File: src/rtl/weight_ram_sequencer_pkg.sv
// Shared constants, state encoding and address helper for the weight RAM sequencer.
// The RAM holds NUM_ROWS rows of ROW_LEN words each.
package weight_ram_sequencer_pkg;

    localparam int unsigned DATA_W    = 10;
    localparam int unsigned ADDR_W    = 5;
    localparam int unsigned ROW_LEN   = 10;
    localparam int unsigned NUM_ROWS  = 3;
    localparam int unsigned RAM_DEPTH = 30;
    localparam int unsigned CNT_W     = 4;
    localparam int unsigned ROW_W     = 2;

    typedef enum logic [2:0] {
        StInit  = 3'd0,
        StIdle  = 3'd1,
        StRead  = 3'd2,
        StDrain = 3'd3,
        StWrite = 3'd4
    } seq_state_e;

    typedef enum logic {
        GntRead  = 1'b0,
        GntWrite = 1'b1
    } grant_e;

    function automatic logic [ADDR_W-1:0] row_base(input logic [ROW_W-1:0] row);
        return ADDR_W'(row * ROW_LEN);
    endfunction

endpackage

File: src/rtl/ws_rr_arbiter.sv
// Two-requester round-robin arbiter (read streamer vs. write updater).
// When both request, the one not granted last wins; last_q only moves when take_i is high.
module ws_rr_arbiter
    import weight_ram_sequencer_pkg::*;
(
    input  logic clk,
    input  logic rst,
    input  logic req_rd_i,
    input  logic req_wr_i,
    input  logic take_i,
    output logic gnt_rd_o,
    output logic gnt_wr_o
);

    grant_e last_q, last_d;

    always_comb begin
        gnt_rd_o = 1'b0;
        gnt_wr_o = 1'b0;
        if (req_rd_i && req_wr_i) begin
            if (last_q == GntWrite) begin
                gnt_rd_o = 1'b1;
            end else begin
                gnt_wr_o = 1'b1;
            end
        end else begin
            gnt_rd_o = req_rd_i;
            gnt_wr_o = req_wr_i;
        end
    end

    always_comb begin
        last_d = last_q;
        if (take_i) begin
            if (gnt_rd_o) begin
                last_d = GntRead;
            end else if (gnt_wr_o) begin
                last_d = GntWrite;
            end
        end
    end

    always_ff @(posedge clk) begin
        if (rst) begin
            last_q <= GntWrite;
        end else begin
            last_q <= last_d;
        end
    end

endmodule

File: src/rtl/weight_ram_sequencer.sv
// Sole master of the 30x10 weight RAM: init pulse, row-burst streaming to the neuron MAC
// and single-word training writes, arbitrated round-robin.
module weight_ram_sequencer
    import weight_ram_sequencer_pkg::*;
(
    input  logic              clk,
    input  logic              rst,
    input  logic              init_req,
    input  logic              rd_req,
    input  logic [ROW_W-1:0]  rd_row,
    output logic              rd_ack,
    output logic              w_valid,
    output logic [DATA_W-1:0] w_data,
    output logic [CNT_W-1:0]  w_idx,
    output logic              rd_done,
    input  logic              wr_req,
    input  logic [ADDR_W-1:0] wr_addr,
    input  logic [DATA_W-1:0] wr_data,
    output logic              wr_ack,
    output logic              err,
    output logic              busy,
    output logic              ram_in,
    output logic              ram_we,
    output logic [ADDR_W-1:0] ram_addr,
    output logic [DATA_W-1:0] ram_d,
    input  logic [DATA_W-1:0] ram_q
);

    localparam logic [CNT_W-1:0] CntLast = CNT_W'(ROW_LEN - 1);

    seq_state_e        state_q, state_d;
    logic              rst_q;
    logic [CNT_W-1:0]  cnt_q, cnt_d;
    logic [ADDR_W-1:0] base_q, base_d;
    logic [ADDR_W-1:0] wr_addr_q, wr_addr_d;
    logic [DATA_W-1:0] wr_data_q, wr_data_d;
    logic              rd_ack_q, rd_ack_d;
    logic              wr_ack_q, wr_ack_d;
    logic              err_q, err_d;
    logic              w_valid_q, w_valid_d;
    logic [CNT_W-1:0]  w_idx_q, w_idx_d;
    logic              rd_done_q, rd_done_d;

    logic idle_sample;
    logic take;
    logic gnt_rd, gnt_wr;

    // A rejected request leaves us in IDLE while its ack is still visible; ignore the
    // requester's level for that cycle so it is not granted a second time.
    assign idle_sample = (state_q == StIdle) && !rd_ack_q && !wr_ack_q;
    assign take        = idle_sample && !init_req;

    ws_rr_arbiter u_arb (
        .clk      (clk),
        .rst      (rst),
        .req_rd_i (rd_req),
        .req_wr_i (wr_req),
        .take_i   (take),
        .gnt_rd_o (gnt_rd),
        .gnt_wr_o (gnt_wr)
    );

    always_comb begin
        state_d   = state_q;
        cnt_d     = cnt_q;
        base_d    = base_q;
        wr_addr_d = wr_addr_q;
        wr_data_d = wr_data_q;
        rd_ack_d  = 1'b0;
        wr_ack_d  = 1'b0;
        err_d     = 1'b0;
        // Stream strobes are the READ issue strobe/counter delayed by the RAM latency.
        w_valid_d = (state_q == StRead);
        w_idx_d   = (state_q == StRead) ? cnt_q : '0;
        rd_done_d = (state_q == StRead) && (cnt_q == CntLast);

        unique case (state_q)
            StInit: begin
                state_d = rst_q ? StInit : StIdle;
            end
            StIdle: begin
                if (idle_sample) begin
                    if (init_req) begin
                        state_d = StInit;
                    end else if (gnt_rd) begin
                        rd_ack_d = 1'b1;
                        if (rd_row >= ROW_W'(NUM_ROWS)) begin
                            err_d = 1'b1;
                        end else begin
                            state_d = StRead;
                            base_d  = row_base(rd_row);
                            cnt_d   = '0;
                        end
                    end else if (gnt_wr) begin
                        wr_ack_d = 1'b1;
                        if (wr_addr >= ADDR_W'(RAM_DEPTH)) begin
                            err_d = 1'b1;
                        end else begin
                            state_d   = StWrite;
                            wr_addr_d = wr_addr;
                            wr_data_d = wr_data;
                        end
                    end
                end
            end
            StRead: begin
                if (cnt_q == CntLast) begin
                    state_d = StDrain;
                end else begin
                    cnt_d = cnt_q + CNT_W'(1);
                end
            end
            StDrain: begin
                state_d = StIdle;
            end
            StWrite: begin
                state_d = StIdle;
            end
            default: begin
                state_d = StInit;
            end
        endcase
    end

    always_ff @(posedge clk) begin
        rst_q <= rst;
    end

    always_ff @(posedge clk) begin
        if (rst) begin
            state_q   <= StInit;
            cnt_q     <= '0;
            base_q    <= '0;
            wr_addr_q <= '0;
            wr_data_q <= '0;
            rd_ack_q  <= 1'b0;
            wr_ack_q  <= 1'b0;
            err_q     <= 1'b0;
            w_valid_q <= 1'b0;
            w_idx_q   <= '0;
            rd_done_q <= 1'b0;
        end else begin
            state_q   <= state_d;
            cnt_q     <= cnt_d;
            base_q    <= base_d;
            wr_addr_q <= wr_addr_d;
            wr_data_q <= wr_data_d;
            rd_ack_q  <= rd_ack_d;
            wr_ack_q  <= wr_ack_d;
            err_q     <= err_d;
            w_valid_q <= w_valid_d;
            w_idx_q   <= w_idx_d;
            rd_done_q <= rd_done_d;
        end
    end

    // RAM pins decode only registered state; INIT is held silent while reset is still seen.
    always_comb begin
        ram_in   = (state_q == StInit) && !rst_q;
        ram_we   = (state_q == StWrite);
        ram_addr = '0;
        ram_d    = '0;
        if (state_q == StRead) begin
            ram_addr = base_q + ADDR_W'(cnt_q);
        end else if (state_q == StWrite) begin
            ram_addr = wr_addr_q;
            ram_d    = wr_data_q;
        end
    end

    assign busy    = (state_q != StIdle) && !rst_q;
    assign rd_ack  = rd_ack_q;
    assign wr_ack  = wr_ack_q;
    assign err     = err_q;
    assign w_valid = w_valid_q;
    assign w_idx   = w_idx_q;
    assign rd_done = rd_done_q;
    assign w_data  = w_valid_q ? ram_q : '0;

endmodule

File: config.mk
export PLATFORM = sky130hd
export DESIGN_NAME = weight_ram_sequencer
export DESIGN_NICKNAME = d
export VERILOG_FILES = /design/src/rtl/weight_ram_sequencer_pkg.sv /design/src/rtl/ws_rr_arbiter.sv /design/src/rtl/weight_ram_sequencer.sv
export SDC_FILE = /design/constraint.sdc
export NUM_CORES = 1
export LEC_CHECK = 0
export ABC_CLOCK_PERIOD_IN_PS = 1790
export CORE_ASPECT_RATIO = 0.6
export CORE_MARGIN = 5
export CORE_UTILIZATION = 42
export DETAILED_ROUTE_END_ITERATION = 8
export GPL_TIMING_DRIVEN = 1
export PLACE_DENSITY = 0.82
export RECOVER_POWER = 50
export REMOVE_ABC_BUFFERS = 1
export SLEW_MARGIN = 40
export SYNTH_ARGS = -nofsm -noshare
export SYNTH_HDL_FRONTEND = slang
export SYNTH_SLANG_ARGS = --single-unit
File: constraint.sdc
create_clock -name clk -period 1.79 [get_ports clk]
set_input_delay 0.179 -clock clk [delete_from_list [all_inputs] [get_ports clk]]
set_output_delay 0.179 -clock clk [all_outputs]
set_load 0.03 [all_outputs]
; After elaboration in Yosys (flattened, before gate mapping)
; Cells that the tools add are included.
[op_classes]
add_sub_neg = 2
multipliers = 1
div_mod_pow = 0
order_cmp = 2
eq_ne = 15
n_shift = 0
muxes = 32
n_bitwise = 7
n_reduce_logical = 23
[ops]
columns = operator, count
row1 = 2-to-1 mux 10 bit, 3
row2 = 2-to-1 mux 3 bit, 7
row3 = 2-to-1 mux 4 bit, 5
row4 = 2-to-1 mux 1 bit, 13
row5 = "!= test 4 bit, second input constant", 3
row6 = one-hot mux 3 bit (4 select lines), 1
row7 = AND reduction 6 bit, 2
row8 = 2-to-1 mux 5 bit, 2
row9 = "!= test 2 bit, second input constant", 5
row10 = AND reduction 5 bit, 2
row11 = one-hot mux 4 bit (2 select lines), 1
row12 = logical AND 1 bit, 7
row13 = NOT 1 bit, 7
row14 = "equality test 3 x 2 -> 1 bit, second input constant", 2
row15 = adder 5 x 4 -> 5 bit, 1
row16 = "greater-or-equal comparator 5 bit, second input constant", 1
row17 = OR reduction 5 bit, 1
row18 = "adder 4 x 1 -> 4 bit, second input constant", 1
row19 = "equality test 4 bit, second input constant", 1
row20 = zero test 1 bit, 4
row21 = "multiplier 2 x 3 -> 4 bit, second input constant", 1
row22 = nonzero test 2 bit, 2
row23 = OR reduction 2 bit, 2
row24 = OR reduction 4 bit, 1
row25 = other kinds (7), 7
[totals]
regBits = 37
latch_bits = 0
ram_bits = 0
romBits = 0
inputBits = 32
output_inout_bits = 37
word_cells = 95
n_memories = 0

; Longest topological paths before layout
; Gate-level depths: netlist (run 1).
[depth]
depth_word = 7
depth_mapped = 6

; By module
; Synthesis (run 1) repeated with hierarchy kept, for this count alone.
[hier_totals]
cells_unflattened = 180
area_unflattened_um2 = 1655.3
[by_module_without_submodules]
columns = mod, instances, cells_each, area_per_inst_um2, seq_area_each_um2
row1 = weight_ram_sequencer, 1, 173, 1594.0, 680.7
row2 = ws_rr_arbiter, 1, 7, 61.3, 20.0

; Least setup slack after synthesis (run 1)
; No wires, ideal clock.
[synth_path]
path_type = reg2out
start = reg cnt_q[1]
end = out ram_addr[3]
arrival_time_ns = 1.789
required_ns = 1.611
setup_slack_ns = -0.178
stages_incl_launch_ff = 6
path_buffers = 0
cell_sequence = dfxtp_1 > ha_1 > inv_1 > fa_1 > xor2_1 > o21ai_0
[synth_between]
elab_chain_len = 2
[synth_rtl]
columns = item, line
row1 = start: declaration, weight_ram_sequencer.sv:33  ; logic [CNT_W-1:0] cnt_q, cnt_d;
row2 = start signal: assignment, weight_ram_sequencer.sv:144  ; cnt_q <= cnt_d;
row3 = adder 5 x 4 -> 5 bit, weight_ram_sequencer.sv:164  ; ram_addr = base_q + ADDR_W'(cnt_q);
row4 = 2-to-1 mux 5 bit, weight_ram_sequencer.sv:163  ; if (state_q == StRead) begin
row5 = end: declaration, weight_ram_sequencer.sv:24  ; output logic [ADDR_W-1:0] ram_addr,
; No other way between the ends.

; Final worst setup path (run 1)
; Same ends and word-level chain as after synthesis.

==> impl_metrics.tcl, run 1 <==
set metrics [dict create \
    run_status "complete, but fails checks" \
    failed_checks "negative setup slack" \
    drt_drc_violations_left 0 \
    worst_r2r_start "state_q[0]" \
    yosysWarnings 0 \
    post_cts_hold_buffer_count 0 \
    finalWorstSetupSlack_ns -0.0154 \
    syn-mean-instance-area_um2 9.11 \
    holdPathStages 2 \
    timing.final.setup_violations 2 \
    critical-path-top-delay-family "adder cells" \
    flow.area_growth_from_synthesis_pct 57.6 \
    dp_hpwl_um 3330 \
    worstPathBufferInverterCount 2 \
    clk_pin_slew_worst_paths_ns 0.07 \
    setup_repair_after_global_routing_missed_its_margin "yes" \
    detail_route.wl_per_cell_um 15.1 \
    largest_driver_fanout_on_the_critical_path 2 \
    end_kind "primary output" \
    fin_crit_sh_pct 101 \
    leading_cell_type_by_number_of_instances_after_synthesis "sky130_fd_sc_hd__dfxtp_1" \
    highest_ir_drop_seen_on_vdd_mv 0.370 \
    ios 69 \
    worstPathRequired_ns 1.61 \
    timing.hold.worst.start "wr_data_q[1]" \
    synth-edff-count 0 \
    groute.usage.overall_pct 16.7 \
    post-synth-top-area-fraction_pct 42.7 \
    synth.top_cells.by_count "35 x sky130_fd_sc_hd__dfxtp_1, 20 x sky130_fd_sc_hd__and2_1, 20 x sky130_fd_sc_hd__nor2_1" \
    crit_path_kind "reg -> out" \
    global_route.overflow_total 0 \
    fp.dieArea_mm2 0.00530 \
    drt.antenna.violating_nets 0 \
    timing_worst_slew_pin_value_ns 0.935 \
    drt-pass1-iter-count 4 \
    yosys-top-cells-area "sky130_fd_sc_hd__dfxtp_1 43%, sky130_fd_sc_hd__mux2i_1 9.2%, sky130_fd_sc_hd__and2_1 7.6%" \
    ctsRootBufferMaster "sky130_fd_sc_hd__clkbuf_8" \
    r2r.worst_path.cells 5 \
    final_hold_viol_count 0 \
    post_dp_cell_area_mm2 0.00239 \
    post-synth-top-area-cell "sky130_fd_sc_hd__dfxtp_1" \
    ys_async_sr_fraction_pct 0 \
    pre_cts_slack_ns 0.0336 \
    start_kind "flip-flop" \
    maxClockFrequency_mhz 554 \
    final_max_slew_viol_count 0 \
    die_w_um 90.7 \
    power_density_mw_per_mm2 624 \
    hold_class "reg -> reg" \
    layout.nets 300 \
    ctsHtreeMaxLevel 2 \
    post-route-cell-area_mm2 0.00258 \
    yosys.cell_types.count 43 \
    worst_ep_arrival_time_ns 1.63 \
    power_uw 1610 \
    antenna_cells_inserted 0 \
    placed_cells 298 \
    crit_chain "ha_4, inv_2, fa_2, xor2_1, o21ai_1, buf_4" \
    port_buffers 68 \
    initial_utilization_pct 44.1 \
    timing.critical_path.slowest_cell_delay_ns 0.35 \
    max-clock-path-buffers 2 \
    dominantRegCellSynth "sky130_fd_sc_hd__dfxtp_1" \
    post_synth_inst_count 180 \
    timing.hold.worst_endpoint "wr_data_q[1]" \
    vias_in_the_first_global_route 1464 \
    postSynthRegisterBits 35 \
    clock_sink_count 35 \
    final_critical_period_ns 1.81 \
    first_pass_grt_wire_length_um 7040 \
    synth_sequential_area_ratio_pct 42.7 \
    drt-total-wl_um 4690 \
    gpl.final_weighted_congestion 0.784 \
    viasPerCell 5.06 \
    timing.max_cap.violations 0 \
    antenna_violations_before_repair 0 \
    r2r_slack_ns 0.18 \
    pin_count_of_the_biggest_net_entering_global_routing 22 \
    synth_area_mm2 0.00164 \
    vias 1569 \
    post-route-util_pct 69.4 \
    timing.max_slew.rel_slack_pct 37.6 \
    power.leakage_uw 0.00132 \
    skew_ns 0.00538 \
    tritoncts "done" \
    slowest_stage "sky130_fd_sc_hd__dfxtp_2" \
    detail_route.iter0.violations 77 \
    clkLatencyLatePin_ns 0.29 \
    r2r_end "base_q[3]" \
    final_layout_size_suffix_gt1_share_pct 20.5 \
    die_h_um 58.4 \
    core_mm2 0.00372 \
    cts_inserted_buffers 5 \
    final-instance-count-excl-fill 310 \
    row_count 17 \
]
-- logic make-up after synthesis --
logic type / after synthesis / share of synthesized area [%]
AOI/OAI and AO/OA: 25 / 10.1
DFF: 35 / 42.7
and+or+nand+nor: 83 / 28.0
buffers and inverters: 14 / 3.89
xor gates and xnor gates: 2 / 1.07
muxes: 15 / 9.15
adders and majority gates: 6 / 5.03
-- cell type report --
class	instances	area (um^2)
clock inverter	1	5.00
timing repair buffer	82	777
tap	47	58.8
inverter	7	26.3
sequential	35	717
fill	291	1140
multi-input combinational	131	925
clock buffer	7	76.3
-- flip-flops by register name (all words and copies together) (netlist names), 2 cells and up --
name / flops
wr_data_q: 10
state_q: 3
w_idx: 4
wr_addr_q: 5
base_q: 2
cnt_q: 4
-- worst max-delay path by stage --
| stage | start | end | cells past startpoint |
|---|---|---|---|
| after floorplan | state_q[2] | ram_addr[0] | 2 |
| after global placement | init_req | base_q[3] | 5 |
| after detailed placement | init_req | base_q[3] | 5 |
| after CTS | base_q[3] | ram_addr[3] | 6 |
| after global routing | cnt_q[1] | ram_addr[3] | 6 |
| final | cnt_q[1] | ram_addr[3] | 6 |
-- worst min-delay path: stages, from the launching register on --
cell and delay [ns]:
sky130_fd_sc_hd__dfxtp_1 0.32, sky130_fd_sc_hd__mux2i_1 0.06, sky130_fd_sc_hd__nor2_1 0.07
-- placed cells by master (no fill, tap or decap), drive strengths merged, types with 2 or more instances in the layout --
cell type and instances:
dlymetal6s2s 11, and2 20, o21ai 8, nor4 3, clkdlybuf4s50 40, ha 5
clkinv 2, inv 6, clkbuf 9, dfxtp 35, nor3 10, a21oi 4
nand3 7, and3 3, nor2 20, nor3b 3, buf 28, a22o 2
nand2 10, nand4 3, mux2i 15
-- per-layer routing --
metal	wire length [um]	vias to the layer above	track usage, %
met5	0	-	0
met2	1920	69	24.8
met3	414	6	6.64
met1	2300	704	22.2
li1	-	790	-
met4	51	0	5.10
-- metrics by stage --
stage | hold slack [ns] | setup TNS (ns)
finish | 0.491 | -0.0273
CTS | 0.499 | -0.0675
floorplan | 0.207 | -9.86
global placement | 0.466 | 0
global route | 0.497 | -0.248
detailed placement | 0.487 | 0
-- power by group --
group / switching [uW] / internal (uW) / total (uW)
Clock: 286 / 273 / 559
Combinational: 109 / 129 / 238
Sequential: 21.9 / 794 / 816
Total: 416 / 1200 / 1610
-- timing repair --
item,4_1_cts,5_1_grt
pin swaps,8,7
hold endpoints to repair,0,0
setup endpoints to repair,5,15
setup buffers,3,1
resized for setup,16,16
(Power assumes the default switching activity.)
==> run 2: changes to the inputs <==
Settings changed: ABC_CLOCK_PERIOD_IN_PS 1790 to 1890, CORE_MARGIN 5 to 3.
Clock period 1.79 ns to 1.89 ns, I/O delays scaled along.
==> run 2 against run 1 <==
Compared with the run above:
- the flow now finishes without violations
- critical path type unchanged
- cell count is 1.9% lower
- clock power is 28% higher
- global-route usage is 1.8 points higher
- sequential power is 5.4% lower
- power is 5.5% higher
- worst setup slack better by 0.047 ns
- highest routed layer unchanged
- wire length is 7.7% lower
- critical path depth stayed put
- core utilization is 2.7 points higher
- combinational power is 11% lower
- cell area is 2.8% lower
==> impl_metrics.tcl, run 2 (synthesized netlist as in run 1, its figures left out) <==
set metrics [dict create \
    detail_route.wl_per_cell_um 14.2 \
    most_frequent_standard_cell_in_the_layout_excluding_fill_and_tap_cells "sky130_fd_sc_hd__clkdlybuf4s50_1" \
    run_status "completed" \
    power_density_mw_per_mm2 677 \
    timing.max_cap.violations 0 \
    drt_drc_violations_left 0 \
    port_buffers 68 \
    final_max_slew_viol_count 0 \
    final_layout_size_suffix_gt1_share_pct 17.0 \
    groute.usage.overall_pct 18.5 \
    ios 69 \
    switching_share_pct 24.2 \
    highest_ir_drop_seen_on_vdd_mv 0.455 \
    power_uw 1700 \
    flow.area_growth_from_synthesis_pct 53.2 \
    tritoncts "done" \
    ctsRootBufferMaster "sky130_fd_sc_hd__clkbuf_8" \
    worst_ep_arrival_time_ns 1.67 \
    totalNegativeSetupSlack_ns 0 \
    multi_input_comb_area_um2 900 \
    crit_chain "ha_1, a21o_1, a21oi_2, xnor2_1, o21ai_1, buf_4" \
    clk_pin_slew_worst_paths_ns 0.07 \
    top_register "wr_data_q" \
    layout.nets 296 \
    global_route.overflow_total 0 \
    worstPathBufferInverterCount 1 \
    largest_registers_ranked_by_flip_flop_count "wr_data_q: 10 flops, wr_addr_q: 5 flops" \
    timing.max_slew.rel_slack_pct 66.6 \
    netSwitchingPower_uw 411 \
    final_critical_period_ns 1.86 \
    mostFrequentLayoutCells "41 x sky130_fd_sc_hd__clkdlybuf4s50_1, 31 x sky130_fd_sc_hd__dfxtp_1, 22 x sky130_fd_sc_hd__buf_4" \
    p_seq_share_pct 45.4 \
    start_kind "flip-flop" \
    clkLatencyLatePin_ns 0.30 \
    row_count 16 \
    ctsHtreeMaxLevel 2 \
    flip_flop_count_of_the_largest_register_after_layout 10 \
    clock_sink_count 35 \
    fin_crit_sh_pct 98.3 \
    viasPerCell 5.12 \
    drt-pass1-iter-count 4 \
    dp_hpwl_um 3090 \
    regArea_um2 711 \
    drt-total-wl_um 4330 \
    antenna_violations_before_repair 0 \
    num-fill-cells 275 \
    first_pass_grt_wire_length_um 6740 \
    fp.dieArea_mm2 0.00472 \
    power_frac_comb_pct 12.4 \
    timing_worst_slew_pin_value_ns 0.496 \
    cell_internal_power_uw 1290 \
    end_kind "primary output" \
    gpl.final_weighted_congestion 0.846 \
    cts_inserted_buffers 5 \
    crit_path_kind "reg -> out" \
    antenna_cells_inserted 0 \
    worstPathRequired_ns 1.70 \
    drt.antenna.violating_nets 0 \
    timing.critical_path.slowest_cell_delay_ns 0.37 \
    vias_in_the_first_global_route 1440 \
    die_w_um 86.7 \
    initial_utilization_pct 47.1 \
    max-clock-path-buffers 2 \
    detail_route.iter0.violations 70 \
    post-route-util_pct 72.1 \
    skew_ns 0.00959 \
    slowest_stage "sky130_fd_sc_hd__dfxtp_4" \
    power.leakage_uw 0.00115 \
    final_hold_viol_count 0 \
    hold_class "reg -> reg" \
    critical-path-top-delay-family "compound AO/OA/AOI/OAI gates" \
    clockPowerShare_pct 42.2 \
    pin_count_of_the_biggest_net_entering_global_routing 30 \
    maxClockFrequency_mhz 538 \
    core_mm2 0.00348 \
    timing.final.setup_violations 0 \
    die_h_um 54.4 \
    largest_driver_fanout_on_the_critical_path 6 \
    vias 1555 \
]
-- run 2: metrics by stage --
step | worst slack, ns | std cells | instance area, um^2 | hold slack, ns
floorplan | -0.585 | 173 | 1600 | 0.217
global placement | 0.118 | 295 | 2370 | 0.469
detailed placement | 0.0748 | 295 | 2370 | 0.480
CTS | -0.0271 | 303 | 2490 | 0.410
global route | -0.0335 | 304 | 2510 | 0.500
finish | 0.0316 | 304 | 2510 | 0.488
-- run 2: metal layers --
layer,wire length [um],track usage (%),vias to the layer above,share of wire [%]
met5,0,0,-,0
li1,-,-,783,-
met1,1930,23.7,683,45
met2,1820,29.4,84,42
met3,550,7.82,5,13
met4,31,3.89,0,0.72
-- run 2: timing repair --
| action | in CTS | in global routing |
|---|---|---|
| resized for setup | 6 | 10 |
| pin swaps | 0 | 0 |
| endpoints found under the setup margin | 5 | 3 |
| setup buffers | 0 | 1 |
| hold buffers | 0 | 0 |
| gates cloned | 0 | 0 |
-- run 2: final cells by class --
class | count | area share (%)
well taps | 45 | 2.24
clock inverters | 2 | 1.39
inverters | 7 | 1.05
flip-flops and latches | 35 | 28.3
clock buffers | 6 | 3.29
multi-input cells | 131 | 35.8
repair buffers | 78 | 27.9
-- run 2: power groups by stage --
stage	registers (uW)	logic, uW	clock network (uW)
2_1_floorplan	788	91.4	0
3_3_place_gp	790	216	0
3_5_place_dp	790	218	0
4_1_cts	774	216	718
5_1_grt	775	230	751
6_report	772	211	718
-- run 2: worst reg2reg max path, cell delays in order (launching register included) --
cell	delay (ns)
sky130_fd_sc_hd__dfxtp_1	0.49
sky130_fd_sc_hd__nor3b_4	0.27
sky130_fd_sc_hd__clkbuf_1	0.21
sky130_fd_sc_hd__nand4_2	0.09
sky130_fd_sc_hd__clkbuf_4	0.28
sky130_fd_sc_hd__mux2i_1	0.21
sky130_fd_sc_hd__nor2_1	0.06
-- run 2: worst paths after layout --
path                                     end  slack [ns]  depth (start not counted)  startpoint
worst max-delay path             ram_addr[4]        0.03                          6    cnt_q[2]
worst min-delay path                 rd_done        0.49                          1    cnt_q[2]
worst max register to register  wr_data_q[8]        0.18                          6  state_q[0]
worst min register to register       rd_done        0.49                          1    cnt_q[2]
==> run 3: changes to the inputs <==
--- a/config.mk
+++ b/config.mk
@@ -9,8 +9,8 @@
 export CORE_ASPECT_RATIO = 0.6
 export CORE_MARGIN = 3
-export CORE_UTILIZATION = 42
+export CORE_UTILIZATION = 30
 export DETAILED_ROUTE_END_ITERATION = 8
 export GPL_TIMING_DRIVEN = 1
-export PLACE_DENSITY = 0.82
+export PLACE_DENSITY = 0.63
 export RECOVER_POWER = 50
 export REMOVE_ABC_BUFFERS = 1
==> constraint.sdc (replaced) <==
create_clock -name clk -period 1.89 [get_ports clk]
set_input_delay 0.189 -clock clk [delete_from_list [all_inputs] [get_ports clk]]
set_output_delay 0.189 -clock clk [all_outputs]
set_load 0.005 [all_outputs]
==> run 3 against run 2 <==
Compared with the run above:
- worst setup slack improved by 0.017 ns
- global-route usage fell by 4.5 points
- wire length rose by 4.4%
- first-iteration DRC count is 51% lower
- clock power decreased by 15%
- worst hold slack worse by 0.00092 ns
- highest routed layer unchanged
==> impl_metrics.tcl, run 3 (synthesized netlist as in run 1, its figures left out) <==
set metrics [dict create \
    run_status "completed" \
    timing.max_cap.violations 0 \
    worst_ep_arrival_time_ns 1.65 \
    timing_worst_slew_pin_value_ns 0.734 \
    setup_repair_after_global_routing_missed_its_margin "yes" \
    num-fill-cells 474 \
    global_route.overflow_total 0 \
    final_layout_size_suffix_gt1_share_pct 20.4 \
    r2r.worst_path.cells 6 \
    max-clock-path-buffers 2 \
    clock_sink_count 35 \
    gpl.final_weighted_congestion 0.839 \
    antenna_cells_inserted 0 \
    timing.final.setup_violations 0 \
    timing.critical_path.slowest_cell_delay_ns 0.32 \
    holdPathStages 2 \
    end_kind "primary output" \
    maxClockFrequency_mhz 543 \
    r2r_end "base_q[3]" \
    power.leakage_uw 0.00140 \
    detail_route.wl_per_cell_um 13.1 \
    dp_hpwl_um 3220 \
    cts_inserted_buffers 5 \
    drt_drc_violations_left 0 \
    most_frequent_standard_cell_in_the_layout_excluding_fill_and_tap_cells "sky130_fd_sc_hd__clkdlybuf4s50_1" \
    grt.met1_usage_pct 19.3 \
    viasPerCell 4.59 \
    worstPathRequired_ns 1.70 \
    port_buffers 68 \
    fin_crit_sh_pct 97.4 \
    critical-path-top-delay-family "buffers and inverters" \
    skew_ns 0.00330 \
    drt-total-wl_um 4520 \
    totalNegativeSetupSlack_ns 0 \
    flow.area_growth_from_synthesis_pct 68.6 \
    final-instance-count-excl-fill 345 \
    largest_registers_ranked_by_flip_flop_count "wr_data_q: 10 flops, wr_addr_q: 5 flops" \
    final_max_slew_viol_count 0 \
    timing.hold.worst_endpoint "wr_data_q[0]" \
    first_pass_grt_wire_length_um 7030 \
    grtUsageMet2_pct 20.0 \
    drt.antenna.violating_nets 0 \
    layout.nets 316 \
    final_hold_viol_count 0 \
    vias 1584 \
    final_critical_period_ns 1.84 \
    groute.usage.overall_pct 14.0 \
    drt-pass1-iter-count 4 \
    post-route-util_pct 53.4 \
    clk_pin_slew_worst_paths_ns 0.07 \
    vias_in_the_first_global_route 1517 \
    global_route.usage.met3_pct 4.98 \
    fp.dieArea_mm2 0.00642 \
    die_h_um 63.3 \
    timing.hold.worst.start "wr_data_q[0]" \
    gr-max-usage-layer "met2" \
    timing.hold.ws_ns 0.487 \
    hold_class "reg -> reg" \
    placed_cells 325 \
    row_count 20 \
    flip_flop_count_of_the_largest_register_after_layout 10 \
    pin_count_of_the_biggest_net_entering_global_routing 17 \
    antenna_violations_before_repair 0 \
    tritoncts "done" \
    core_mm2 0.00518 \
    worst_r2r_start "state_q[0]" \
    largest_driver_fanout_on_the_critical_path 6 \
    highest_ir_drop_seen_on_vdd_mv 0.384 \
    crit_chain "buf_6, nor3b_4, buf_4, buf_6, buf_4, buf_4, and2_1, buf_2" \
    clkLatencyLatePin_ns 0.29 \
    start_kind "flip-flop" \
    ctsHtreeMaxLevel 2 \
    power_uw 1630 \
    mostFrequentLayoutCells "52 x sky130_fd_sc_hd__clkdlybuf4s50_1, 30 x sky130_fd_sc_hd__dfxtp_1, 23 x sky130_fd_sc_hd__buf_4" \
    top_register "wr_data_q" \
    ctsRootBufferMaster "sky130_fd_sc_hd__clkbuf_8" \
    power_density_mw_per_mm2 590 \
    detail_route.iter0.violations 34 \
    most_frequent_cell_on_critical_path "sky130_fd_sc_hd__buf_4" \
    slowest_stage "sky130_fd_sc_hd__dfxtp_2" \
    timing.max_slew.rel_slack_pct 51.1 \
    die_w_um 101 \
    crit_path_kind "reg -> out" \
    r2r_slack_ns 0.27 \
    ios 69 \
    initial_utilization_pct 31.7 \
    worstPathBufferInverterCount 6 \
]
## run 3: worst max path at each step
stage	start	endpoint	depth (start not counted)
floorplan	state_q[2]	ram_addr[0]	2
global placement	cnt_q[1]	ram_addr[3]	6
detailed placement	cnt_q[1]	ram_addr[3]	6
CTS	state_q[2]	ram_addr[1]	5
global route	state_q[2]	ram_d[4]	8
finish	state_q[2]	ram_d[4]	8
## run 3: power breakdown
group / switching [uW] / internal (uW)
combinational: 101 / 151
clock: 281 / 331
sequential: 11.8 / 754
## run 3: metrics by stage
stage               worst slack, ns  instance area (um^2)
floorplan                     0.155                  1600
global placement            -0.0384                  2520
detailed placement          -0.0813                  2520
CTS                          -0.147                  2630
global route                -0.0203                  2770
finish                       0.0487                  2770
## run 3: layer usage
metal / part of all wire [%] / vias to the layer above
li1: - / 818
met1: 51 / 704
met2: 40 / 55
met3: 8.0 / 7
met4: 1.2 / 0
met5: 0 / -
## run 3: final cells by class
class	instances	area (um^2)	share of cell area [%]
Sequential cell	35	707	25.6
Inverter	7	26.3	0.950
Tap cell	66	82.6	2.99
Multi-Input combinational cell	131	910	32.9
Clock buffer	7	96.3	3.48
Clock inverter	1	7.51	0.271
Timing Repair Buffer	98	936	33.8
## run 3: timing repair
action	4_1_cts	5_1_grt
buffers inserted	0	11
pin swaps	2	4
endpoints found under the setup margin	16	19
cloned	0	1
resized for setup	16	31
hold buffers	0	0
## run 3: worst min-delay path, stage by stage, from the launching register on
cell and delay, ns:
sky130_fd_sc_hd__dfxtp_1 0.32, sky130_fd_sc_hd__mux2i_1 0.06, sky130_fd_sc_hd__nor2_1 0.07
